<file path="config.mk">
export PLATFORM = sky130hd
export DESIGN_NAME = lm71_ctrl
export DESIGN_NICKNAME = d
export VERILOG_FILES = /design/src/rtl/lm71_ctrl.sv
export SDC_FILE = /design/constraint.sdc
export NUM_CORES = 1
export LEC_CHECK = 0
export ABC_AREA = 1
export BUFFER_PORTS_ARGS = -buffer_cell sky130_fd_sc_hd__buf_4
export CORE_ASPECT_RATIO = 2
export CORE_MARGIN = 8
export CORE_UTILIZATION = 30
export CTS_CLUSTER_SIZE = 8
export DETAILED_ROUTE_END_ITERATION = 10
export SETUP_SLACK_MARGIN = 0.5
export SLEW_MARGIN = 20
export SYNTH_ARGS = -nofsm -noshare
export SYNTH_HDL_FRONTEND = slang
export SYNTH_SLANG_ARGS = --single-unit
</file>
<file path="constraint.sdc">
create_clock -name clk -period 4.6 [get_ports clk]
set_clock_uncertainty 0.1 [all_clocks]
set_input_delay 0.46 -clock clk [delete_from_list [all_inputs] [get_ports clk]]
set_output_delay 0.46 -clock clk [all_outputs]
set_load 0.02 [all_outputs]
</file>
<file path="src/rtl/lm71_ctrl.sv">
// LM71 SPI temperature sensor sequencer: 16-bit read followed by a 16-bit mode write.
// Define LM71_ALARM_EN to add the over_temp output and its hysteresis comparator.
module lm71_ctrl #(
  parameter int CLK_DIV       = 25,
  parameter int PERIOD_CYCLES = 25_000_000,
  parameter int ALARM_TEMP    = 2560,
  parameter int ALARM_HYST    = 160
) (
  input  logic               clk,
  input  logic               reset_n,
  input  logic               start,
  input  logic               shutdown,
  output logic               busy,
  output logic               valid,
  output logic signed [15:0] temp,
`ifdef LM71_ALARM_EN
  output logic               over_temp,
`endif
  output logic               temp_cs_n,
  output logic               temp_sc,
  output logic               temp_mosi,
  input  logic               temp_miso
);

  localparam int DW = (CLK_DIV > 1) ? $clog2(CLK_DIV) : 1;
  localparam logic [DW-1:0] DIV_LAST = DW'(CLK_DIV - 1);

  if (CLK_DIV < 1 || ALARM_HYST < 0 || ALARM_TEMP > 32767) begin : g_bad_param
    $error("lm71_ctrl: CLK_DIV must be >= 1 and alarm settings must fit a 16-bit sample");
  end

  typedef enum logic [1:0] {S_IDLE, S_SETUP, S_SHIFT, S_HOLD} state_t;

  state_t             state;
  logic [DW-1:0]      div_cnt;
  logic [5:0]         bit_cnt;
  logic [5:0]         bit_nxt;
  logic [15:0]        rx;
  logic [15:0]        cmd_sr;
  logic               pending;
  logic               tick;
  logic               half_done;
  logic signed [15:0] temp_nxt;

  assign half_done = (div_cnt == DIV_LAST);
  assign bit_nxt   = bit_cnt + 6'd1;
  assign temp_nxt  = {{2{rx[15]}}, rx[15:2]};

  // Free-running period counter; a tick is the cycle the counter wraps.
  if (PERIOD_CYCLES > 0) begin : g_period
    localparam int PW = (PERIOD_CYCLES > 1) ? $clog2(PERIOD_CYCLES) : 1;
    logic [PW-1:0] period_cnt;

    assign tick = (period_cnt == PW'(PERIOD_CYCLES - 1));

    always_ff @(posedge clk or negedge reset_n) begin
      if (!reset_n) period_cnt <= '0;
      else if (tick) period_cnt <= '0;
      else           period_cnt <= period_cnt + PW'(1);
    end
  end else begin : g_no_period
    assign tick = 1'b0;
  end

  // NOTE: every register here uses non-blocking assignment so all state
  // updates see the pre-edge values of their neighbours, as real flops do.
  always_ff @(posedge clk or negedge reset_n) begin
    if (!reset_n) begin
      // NOTE: the receive shift register is cleared too, so a transaction cut
      // short by reset can never leak a partial sample into a later result.
      state     <= S_IDLE;
      pending   <= 1'b0;
      div_cnt   <= '0;
      bit_cnt   <= '0;
      rx        <= '0;
      cmd_sr    <= '0;
      temp_cs_n <= 1'b1;
      temp_sc   <= 1'b0;
      temp_mosi <= 1'b1;
      busy      <= 1'b0;
      valid     <= 1'b0;
      temp      <= '0;
    end else begin
      valid <= 1'b0;
      if (state != S_IDLE) begin
        div_cnt <= half_done ? '0 : div_cnt + DW'(1);
        if (tick) pending <= 1'b1;
      end

      unique case (state)
        S_IDLE: begin
          if (pending) begin
            state     <= S_SETUP;
            pending   <= 1'b0;
            temp_cs_n <= 1'b0;
            busy      <= 1'b1;
            cmd_sr    <= {16{shutdown}};
            div_cnt   <= '0;
            bit_cnt   <= '0;
          end else begin
            pending <= start | tick;
          end
        end

        S_SETUP: if (half_done) state <= S_SHIFT;

        S_SHIFT: begin
          if (half_done) begin
            if (!temp_sc) begin
              temp_sc <= 1'b1;
              if (!bit_cnt[4]) rx <= {rx[14:0], temp_miso};
            end else begin
              temp_sc <= 1'b0;
              if (bit_cnt == 6'd31) begin
                state     <= S_HOLD;
                temp_mosi <= 1'b1;
              end else begin
                bit_cnt <= bit_nxt;
                // Write phase: next command bit goes out as the low half starts.
                if (bit_nxt[4]) begin
                  temp_mosi <= cmd_sr[15];
                  cmd_sr    <= {cmd_sr[14:0], 1'b1};
                end
              end
            end
          end
        end

        S_HOLD: begin
          if (half_done) begin
            state     <= S_IDLE;
            temp_cs_n <= 1'b1;
            busy      <= 1'b0;
            valid     <= 1'b1;
            temp      <= temp_nxt;
          end
        end

        default: state <= S_IDLE;
      endcase
    end
  end

`ifdef LM71_ALARM_EN
  localparam logic signed [15:0] ALARM_SET = 16'(ALARM_TEMP);
  localparam logic signed [15:0] ALARM_CLR = 16'(ALARM_TEMP - ALARM_HYST);

  // Alarm follows the sample being published, so it changes with valid.
  always_ff @(posedge clk or negedge reset_n) begin
    if (!reset_n) begin
      over_temp <= 1'b0;
    end else if (state == S_HOLD && half_done) begin
      if (temp_nxt >= ALARM_SET)     over_temp <= 1'b1;
      else if (temp_nxt < ALARM_CLR) over_temp <= 1'b0;
    end
  end
`endif

endmodule

</file>
# ---- Word-level counts from Yosys, hierarchy flattened
# Index checks and enable logic that the tools add are counted.
dict set report word_totals {
  out_inout_bits 21
  ff_bits 90
  wordCells 87
  input_bits 5
}
dict set report op_classes {
  bitwise 3
  n_mux 38
  n_reduce_logical 16
  n_eq_ne 14
  addsub 3
}
# operator count
set ops {}
lappend ops {{$mux 16} 5}
lappend ops {{$pmux 16 s2} 1}
lappend ops {{$add 25x1->25 const B} 1}
lappend ops {{$eq 25x25->1 const B} 1}
lappend ops {{$mux 25} 1}
lappend ops {{$mux 6} 4}
lappend ops {{$mux 5} 4}
lappend ops {{$ne 2x2->1 const B} 8}
lappend ops {{$mux 1} 13}
lappend ops {{$mux 2} 6}
lappend ops {{$pmux 6 s2} 1}
lappend ops {{$reduce_and 6->1} 2}
lappend ops {{$reduce_bool 2->1} 6}
lappend ops {{$pmux 2 s4} 1}
lappend ops {{$reduce_and 4->1} 2}
lappend ops {{$add 6x1->6 const B} 1}
lappend ops {{$eq 6x5->1 const B} 1}
lappend ops {{$reduce_and 2->1} 3}
lappend ops {{$add 5x1->5 const B} 1}
lappend ops {{$eq 5x5->1 const B} 1}
lappend ops {{$reduce_and 5->1} 1}
lappend ops {{$eq 2x2->1 const B} 2}
lappend ops {{$pmux 1 s2} 2}
lappend ops {{$reduce_and 3->1} 1}
lappend ops {{4 further kinds} 5}

# ---- Logic depth before layout (Yosys ltp)
dict set report logic_depth {
  depth_word 6
  mapped_depth 11
  depth_no_buf 10
}

# ---- Least setup slack after synthesis
# Ideal clock, no wire load.
dict set report synth_path {
  kind {reg2reg}
  start {register state[0]}
  end {register cmd_sr[0]}
  arrival_ps 1433
  setup_slack_ps 2950
  synth_period_minus_slack_ps 1650
  t_required_ps 4384
  path_buffers 1
  stages_incl_launch_ff 12
  path_cell_list {dfrtp_1 -> inv_1 -> ha_1 -> inv_2 -> nor2_4 -> inv_2 -> o21ai_0 -> inv_2 -> nand3_4 -> buf_6 -> nand2_1 -> nand2_1}
}
dict set report synth_via {
  elab_chain_len 3
}
# item line
set synth_lines {}
lappend synth_lines {{from (decl)} 34} ;# state_t state;
lappend synth_lines {{from (signal assigned)} 71} ;# state <= S_IDLE;
lappend synth_lines {{from (signal assigned)} 93} ;# state <= S_SETUP;
lappend synth_lines {{from (signal assigned)} 105} ;# S_SETUP: if (half_done) state <= S_SHIFT;
lappend synth_lines {{$eq 2x2->1 / $logic_not 2->1 (equally long branches)} 90} ;# unique case (state)
lappend synth_lines {{$ne 2x2->1 (no source line) / $reduce_bool 2->1 (equally long branches)} --}
lappend synth_lines {{$reduce_and 6->1 (no source line)} --}
lappend synth_lines {{to (signal assigned)} 97} ;# cmd_sr <= {16{shutdown}};
lappend synth_lines {{to (signal assigned)} 122} ;# cmd_sr <= {cmd_sr[14:0], 1'b1};
lappend synth_lines {{to (decl)} 39} ;# logic [15:0] cmd_sr;
# Parallel ways exist; a longest one is shown, timed or not.
# A chain may end at the register's enable or synchronous reset.

# ---- Worst setup path after layout
dict set report layout_path {
  start {register div_cnt[0]}
  end {register busy}
}
dict set report layout_via {
  elab_chain_len 3
}
# item line
set layout_lines {}
lappend layout_lines {{from (decl)} 35} ;# logic [DW-1:0] div_cnt;
lappend layout_lines {{from (signal assigned)} 86} ;# div_cnt <= half_done ? '0 : div_cnt + DW'(1);
lappend layout_lines {{$eq 5x5->1} 45} ;# assign half_done = (div_cnt == DIV_LAST);
lappend layout_lines {{$ne 2x2->1 (no source line)} --}
lappend layout_lines {{$reduce_and 3->1 (no source line)} --}
lappend layout_lines {{to (signal assigned)} 80} ;# busy <= 1'b0;
lappend layout_lines {{to (signal assigned)} 96} ;# busy <= 1'b1;
lappend layout_lines {{to (signal assigned)} 133} ;# busy <= 1'b0;
lappend layout_lines {{to (decl)} 13} ;# output logic busy,
# Every way passes these cells.

==> flow_summary.ini <==
[drt]
num_vias = 3614
viasPerCell = 4.51
drt_pass1_iterations = 5
ant_nets = 0
routedWlPerCell_um = 11.4
finalWirelength_um = 9150
drt_iter0_drc = 138
drc = 0

[setup_path]
end_kind = flip-flop
path_class = flip-flop to flip-flop
reg2reg_to = busy$_DFFE_PN0P_
crit_path_start = div_cnt[0]$_DFF_PN0_
worstPathCellList = inv_1 -> ha_1 -> nand2_1 -> inv_2 -> nand3_1 -> o21ai_1 -> nand2_1 -> nand2_1 -> o21ai_0
path_buf_inv = 2
critPathMostFrequentCell = nand2_1
rrSetupSlack_ns = 2.34
critical_path.top_delay_family = simple AND/OR/NAND/NOR gates
slowest_stage = nand3_1
critPathMaxStageDelay_ns = 0.64
crit_arrival_ns = 2.37
start_kind = flip-flop
r2r-start = div_cnt[0]$_DFF_PN0_
r2r_cells = 9
cp_max_fo = 29
cp.depth = 9
crit_end = busy$_DFFE_PN0P_
cp.required_ns = 4.72

[timing]
grt_setup_unrepaired = no
max_freq_mhz = 443
tightest_slew_ns = 0.906
whs_ns = 0.128
fin_ws_ns = 2.34
finalCriticalPeriod_ns = 2.26
maxSlewHeadroom_pct = 39.4
setup_viol = 0
hold_violations = 0
tns_ns = 0
period_share_pct = 49.1
slew_violations = 0

[global_route]
grt-ovfl-total = 0
grt_pass1_wl_um = 15900
antenna_found_initial = 0
grt_pass1_vias = 3480
grt_usage_pct = 9.96
grt_max_degree = 69

[placement]
gp_congestion = 0.835
place_inst = 786
place_area_sq_um = 4930
dp_worst_setup_slack_ns = 2.36
io_buffers = 25
dp_hpwl_um = 6400

[clock_tree]
clk_latency_ns = 0.34
cts_max_path_buffers = 2
cts_hold_repair.buffers = 0
root_buffer = clkbuf_16
numCtsBuffers = 9
ctsResizeCount = 0
tritoncts_num_sinks = 90
postCtsSetupBuffers = 0
cts_tree = done
clk_pin_slew_ns = 0.06
ctsHtreeMaxLevel = 3

[floorplan]
die_h_um = 191
dieArea_sq_um = 19800
core_area_sq_um = 15100
io_pins = 26
die_x_um = 103
rows = 64
start_util_pct = 30.3

[power]
power_leakage_nw = 2.44
total_power_mw = 2.34
seqPwrFrac_pct = 42.2
power_density_nw_per_um2 = 448
swShare_pct = 35.6
p_int_mw = 1.51
max-vdd-ir-drop_mv = 0.268
comb_power_share_pct = 27.6
power.switching_uw = 831
pwr-share-clk_pct = 30.2

[synthesis]
async_flop_share_pct = 100
yosysUniqueCellTypes = 34
yosys_warnings = 0
avgSynthCellArea_sq_um = 7.96
synth.top_cell.area_share_pct = 48.0
ys_top_cells_by_area = dfrtp_1, nand2_1, nor2_1
synth-edff-count = 0
synthCells = 577
synth_flop_cell = dfrtp_1
yosysMostFrequentCell = nand2_1
seq_area_frac_synth_pct = 49.1
yosysTopAreaCell = dfrtp_1
syn_nets = 591
ys_ff_latch = 90
synth_commonest_cells = nand2_1, dfrtp_1, nor2_1, inv_1, nand3_1
syn_area_sq_um = 4590

[cells_and_area]
drive_above_1_share_pct = 13.6
fin_util_pct = 34.4
nets = 613
final_cells = 802
postLayoutCellArea_sq_um = 5210
antenna-diode-count = 0
syn2layout_area_growth_pct = 13.5

[worst_hold_path]
hold_class = input port to asynchronous set/reset pin

[status]
status = complete, no violations

[run]
maxCapViolations = 0
[state kept, by name, summed over array words and instances, names as in the netlist]
name and count:
rx 16, busy 1, temp 14, cmd_sr 16, state 2, temp_sc 1
g_period.period_cnt 25, div_cnt 5, valid 1, bit_cnt 6, temp_mosi 1, pending 1
temp_cs_n 1
[layer usage]
metal	GRT usage [%]	part of all wire, %	up-vias	wire [um]
met4	4.32	1.7	0	152
met1	13.1	49	1682	4450
met5	0	0	-	0
met3	2.04	4.7	12	434
met2	15.3	45	57	4110
li1	-	-	1863	-
[cells by family after synthesis]
group	synth area share (%)
buffers and inverters	7.28
AOI/OAI and AO/OA	6.57
DFF	49.1
xor gates and xnor gates	2.86
adders and majority gates	2.45
and+or+nand+nor	31.7
[power by group through the flow]
stage                     Sequential (mW)  Combinational [mW]  Clock [mW]
after floorplan                     0.994               0.537           0
after global placement              0.995               0.643           0
after detailed placement             1.00               0.657           0
after CTS                           0.987               0.659       0.722
after global routing                 1.00               0.747       0.749
final                               0.987               0.645       0.705
[layout by cell type, fill, tap and decap left out, types with 2 or more instances in the layout]
cell type	netlist	routed
ha_1	9	9
dfrtp_1	88	88
inv_2	10	10
o21ai_0	22	22
nand4_1	7	7
xnor2_1	3	3
nor2_4	3	3
nand3b_1	3	3
clkbuf_16	0	9
clkinvlp_4	0	2
nand3_2	4	4
nor2_2	6	6
xor2_1	12	12
or2_2	3	3
inv_6	0	2
o21ai_1	26	26
nor2_1	59	59
nand2_1	190	190
buf_4	3	27
nand2_2	5	5
a21oi_2	2	2
nand2_4	2	2
nor3_1	6	6
a21oi_1	4	4
inv_1	50	50
nand3_1	38	38
dfstp_2	2	2
[worst min path at each step]
| stage | to | slack [ns] | cells past startpoint |
|---|---|---|---|
| after floorplan | bit_cnt[0]$_DFFE_PN0P_ | 0.06 | 0 |
| after global placement | cmd_sr[3]$_DFFE_PN0P_ | 0.35 | 2 |
| after detailed placement | temp_cs_n$_DFFE_PN1P_ | 0.35 | 2 |
| after CTS | div_cnt[2]$_DFF_PN0_ | 0.17 | 1 |
| after global routing | div_cnt[1]$_DFF_PN0_ | 0.22 | 1 |
| final | div_cnt[2]$_DFF_PN0_ | 0.13 | 1 |
[layout make-up]
class,instances,area (sq um)
fillers,1593,9920
flip-flops and latches,90,2250
multi-input cells,411,2000
well taps,198,248
clock buffers,11,243
inverters,60,225
repair buffers,27,203
clock inverters,5,37.5
(Power assumes the default switching activity.)
